===== src/rtl/sine_lut_arbiter.sv =====
// Round-robin arbiter sharing one registered sine table between N requesters.
// Each lookup carries its requester ID down a shift register to steer the result.
module sine_lut_arbiter #(
    parameter int N       = 4,
    parameter int DW      = 8,
    parameter int LUT_LAT = 1
) (
    input  logic            clk,
    input  logic            nreset,
    input  logic [N-1:0]    req_valid,
    input  logic [N*DW-1:0] req_addr,
    output logic [N-1:0]    req_ready,
    output logic [N-1:0]    resp_valid,
    output logic [DW-1:0]   resp_data,
    output logic            lut_en,
    output logic [DW-1:0]   lut_addr,
    input  logic [DW-1:0]   lut_data,
    output logic            busy
);

    localparam int PW = (N > 1) ? $clog2(N) : 1;

    logic [PW-1:0]  ptr;
    logic [PW-1:0]  gnt_idx;
    logic           gnt_any;
    logic [DW-1:0]  gnt_addr;
    logic [LUT_LAT:0] vld;
    logic [PW-1:0]  id_q [LUT_LAT+1];
    int             j;

    // First valid index at or after ptr, wrapping around.
    always_comb begin
        gnt_any = 1'b0;
        gnt_idx = '0;
        j       = 0;
        for (int k = 0; k < N; k++) begin
            j = int'(ptr) + k;
            if (j >= N)
                j = j - N;
            if (!gnt_any && req_valid[j]) begin
                gnt_any = 1'b1;
                gnt_idx = PW'(j);
            end
        end
    end

    always_comb begin
        req_ready = '0;
        if (gnt_any)
            req_ready = N'(1) << gnt_idx;
    end

    assign gnt_addr = req_addr[gnt_idx*DW +: DW];

    always_ff @(posedge clk or negedge nreset) begin
        if (!nreset) begin
            ptr      <= '0;
            lut_addr <= '0;
        end else if (gnt_any) begin
            lut_addr <= gnt_addr;
            if (gnt_idx == PW'(N - 1))
                ptr <= '0;
            else
                ptr <= gnt_idx + 1'b1;
        end
    end

    // vld[0] marks the table-issue cycle; vld[LUT_LAT] aligns with lut_data.
    always_ff @(posedge clk or negedge nreset) begin
        if (!nreset) begin
            vld <= '0;
            for (int k = 0; k <= LUT_LAT; k++)
                id_q[k] <= '0;
        end else begin
            vld[0] <= gnt_any;
            if (gnt_any)
                id_q[0] <= gnt_idx;
            for (int k = 1; k <= LUT_LAT; k++) begin
                vld[k]  <= vld[k-1];
                id_q[k] <= id_q[k-1];
            end
        end
    end

    assign lut_en = vld[0];

    always_ff @(posedge clk or negedge nreset) begin
        if (!nreset) begin
            resp_valid <= '0;
            resp_data  <= '0;
        end else begin
            resp_valid <= '0;
            if (vld[LUT_LAT]) begin
                resp_valid <= N'(1) << id_q[LUT_LAT];
                resp_data  <= lut_data;
            end
        end
    end

    assign busy = (|vld) | (|resp_valid);

endmodule


===== config.mk =====
export PLATFORM = sky130hd
export DESIGN_NAME = sine_lut_arbiter
export DESIGN_NICKNAME = d
export VERILOG_FILES = /design/src/rtl/sine_lut_arbiter.sv
export SDC_FILE = /design/constraint.sdc
export NUM_CORES = 1
export LEC_CHECK = 0
export BUFFER_PORTS_ARGS = -buffer_cell sky130_fd_sc_hd__buf_4
export CAP_MARGIN = 20
export CORE_MARGIN = 2
export CORE_UTILIZATION = 39
export CTS_CLUSTER_DIAMETER = 60
export DETAILED_ROUTE_END_ITERATION = 6
export PLACE_DENSITY = 0.81
export SYNTH_ARGS = -nofsm -noshare
export SYNTH_HDL_FRONTEND = slang
export SYNTH_SLANG_ARGS = --single-unit
export TNS_END_PERCENT = 50

===== constraint.sdc =====
create_clock -name clk -period 1.41 [get_ports clk]
set_clock_uncertainty 0.05 [all_clocks]
set_input_delay 0.282 -clock clk [delete_from_list [all_inputs] [get_ports clk]]
set_output_delay 0.282 -clock clk [all_outputs]
set_load 0.03 [all_outputs]

==> reports/summary.txt <==
Status: complete, but fails checks
Avg Vias per Cell: 5.120
Starting DRC count in detailed routing: 25
Worst setup margin: -0.5439 ns
Last weighted congestion value of the routability-driven placer: 0.7993
Largest net degree at the start of global routing: 29
Top cells by area in the synthesized netlist: dfrtp_1 54%, mux2i_1 12%, mux2_2 6.9%, o221ai_1 6.1%, nand2_1 4.0%
Global route overflow: 0
Final min period: 1.954 ns
Startpoint type of the worst setup path: register
Gate Count Post-Synth: 110
Count of standard-cell rows: 20
Standby leakage power: 1.079 nW
Cell Count Post-Placement: 237
Clk sink count: 28
Detailed-router iteration count before antenna repair: 4
Effective utilization at floorplan: 41.94%
Clock tree from TritonCTS: done
Clock buffer depth: 2
Post-synthesis cell type count: 22
Die ar.: 3814 µm²
Non-filler instance count after layout: 250
HPWL after detailed placement: 2955 µm
Number of max-slew violations in the final report: 0
Violated checks: negative setup slack
IO buf count: 71
Delay of the slowest cell on the worst path: 0.48 ns
Depth of the CTS H-tree: 1
Slowest cell on the critical path: dfrtp_2
Chip Width: 61.76 µm
Final net count: 253
Register clock-pin slew on the reported worst setup and hold paths: 0.15 ns
RSZ-0062 raised after global routing: yes
Count of final hold-check violations: 0
Clock root buffer master: clkbuf_4
Category of the most critical setup path: reg2out
Worst setup slack before clock tree synthesis: -0.4545 ns
Via count of the first global-routing pass: 1309
Layout cell share with drive strength beyond 1: 60.19%
Antenna violations before repair: 0
Total clock buffers created by CTS: 3
Share of Yosys cell area claimed by the top area cell type: 53.85%
Vertical extent of the die: 61.76 µm
Seq/Total Area, Yosys: 53.85%
Final setup violation count: 17
Count of boundary I/O pins: 72
Maximum clock frequency: 511.8 MHz
Endpoint arrival time on the critical path: 1.62 ns
Largest fanout on the critical path: 6
Final Cycle Share: 138.6%
Top library cells by usage in the layout, fill and taps aside: 90 x buf_4, 25 x dfrtp_1, 16 x mux2i_1
Peak supply drop: 1.074 mV
Worst min path class: in2reg
Routed Wire Length: 3854 µm
Endpoint kind of the worst setup timing path: output pin
Mapped cell area: 1301 µm²
CP Data Required Time: 1.08 ns
Post-synthesis to final-layout area growth: 67.79%
Mean instance size in the synthesized netlist: 11.83 µm²
Actual transition at the worst max-transition pin: 0.3504 ns
Global-route wire length before repair: 5720 µm
Clock latency of the later-clocked register in the worst-skew pair: 0.33 ns
Syn nets: 156
Ordered cell list for the critical path: a21o_1 > a21oi_2 > o22ai_2 > buf_4 > nor2b_4 > buf_6
Core region area: 3103 µm²
Power per cell area: 1812 nW/µm²
All-layer global routing usage: 20.79%
# diodes: 0
Wire length per cell: 15.42 µm
Leading cell type in the layout, fill and taps excluded: buf_4
DR DRC count: 0
Yosys top cell by area: dfrtp_1
Post-synthesis register bit count: 28
Setup TNS after final layout: -5.154 ns
Number of vias after detailed routing: 1280
Maxcap violations: 0
Total number of yosys warnings: 0
Relative slew slack: 76.64%
Detail Route Antenna Nets: 0
-- layer usage --
metal	track usage [%]	up-vias	routed length, µm
li1	-	589	-
met2	42.11	64	2181
met5	0	-	0
met1	21.02	614	1342
met4	8.815	0	114
met3	2.277	13	215
-- layout make-up --
class	instances	area [µm²]
tap	44	55.05
inverter	3	11.26
clock buffer	4	26.28
fill	247	919.6
sequential	28	704.4
timing repair buffer	97	757.0
multi-input combinational	74	629.4
-- sequential cells by signal, summed over array words and instances (netlist names) --
register / flops
id_q: 4
ptr: 2
resp_valid: 4
resp_data: 8
lut_addr: 8
vld: 2
-- worst max-delay path, delay by kind of cell (launching register included) --
| family | cells | cell delay (ns) |
|---|---|---|
| buffers and inverters | 2 | 0.29 |
| flip-flops | 1 | 0.48 |
| AND/OR/NAND/NOR | 1 | 0.11 |
| AO/OA/AOI/OAI | 3 | 0.41 |
-- kinds of logic after synthesis --
| group | share of synthesized area [%] |
|---|---|
| AO/OA/AOI/OAI | 12.50 |
| buffers and inverters | 3.942 |
| flip-flops | 53.85 |
| multiplexers | 19.23 |
| AND/OR/NAND/NOR | 10.48 |
-- cells in the mapped netlist (all sizes together) --
| cell | number |
|---|---|
| a211o | 1 |
| a21o | 3 |
| a21oi | 3 |
| and2 | 1 |
| and3 | 1 |
| buf | 4 |
| clkbuf | 1 |
| dfrtp | 28 |
| inv | 3 |
| mux2 | 8 |
| mux2i | 16 |
| nand2 | 14 |
| nor2 | 7 |
| nor2b | 4 |
| nor3b | 1 |
| nor4 | 2 |
| o21ai | 2 |
| o221ai | 9 |
| o22ai | 1 |
| o31ai | 1 |
-- report_power, final --
| part | leakage (nW) | switching (mW) | internal, mW |
|---|---|---|---|
| Combinational | 0.735 | 1.19 | 1.13 |
| Sequential | 0.328 | 0.223 | 1.07 |
| Clock | 0.0150 | 0.228 | 0.111 |
-- worst paths after layout --
check | endpoint | cells past startpoint | slack, ns | start
hold reg to reg | id_q[0] | 0 | 0.35 | id_q[2]
min in group asynchronous | resp_valid[0] | 2 | 0.34 | nreset
hold / removal | resp_data[6] | 2 | 0.13 | lut_data[6]
max in group asynchronous | vld[1] | 2 | 0.69 | nreset
setup reg to reg | lut_addr[3] | 7 | -0.41 | ptr[1]
setup / recovery | req_ready[3] | 6 | -0.54 | ptr[1]
-- per-stage QoR --
stage | instance area (µm²) | hold slack, ns | total power, mW | utilization, %
after floorplan | 1328 | -0.06359 | 2.493 | -
after global placement | 2007 | 0.1583 | 3.205 | 64.68
after detailed placement | 2007 | 0.1674 | 3.294 | 64.68
after CTS | 2167 | 0.1277 | 3.901 | 69.84
after global routing | 2183 | 0.1176 | 4.143 | 70.36
final | 2183 | 0.1254 | 3.955 | 70.36
-- timing repair --
item,4_1_cts,5_1_grt
resized for setup,15,4
setup buffers,8,0
pin swaps,5,3
gates cloned,0,0
hold buffers,1,0
hold endpoints to repair,28,0
setup endpoints to repair,16,17
Power figures use the tool's default switching activity.
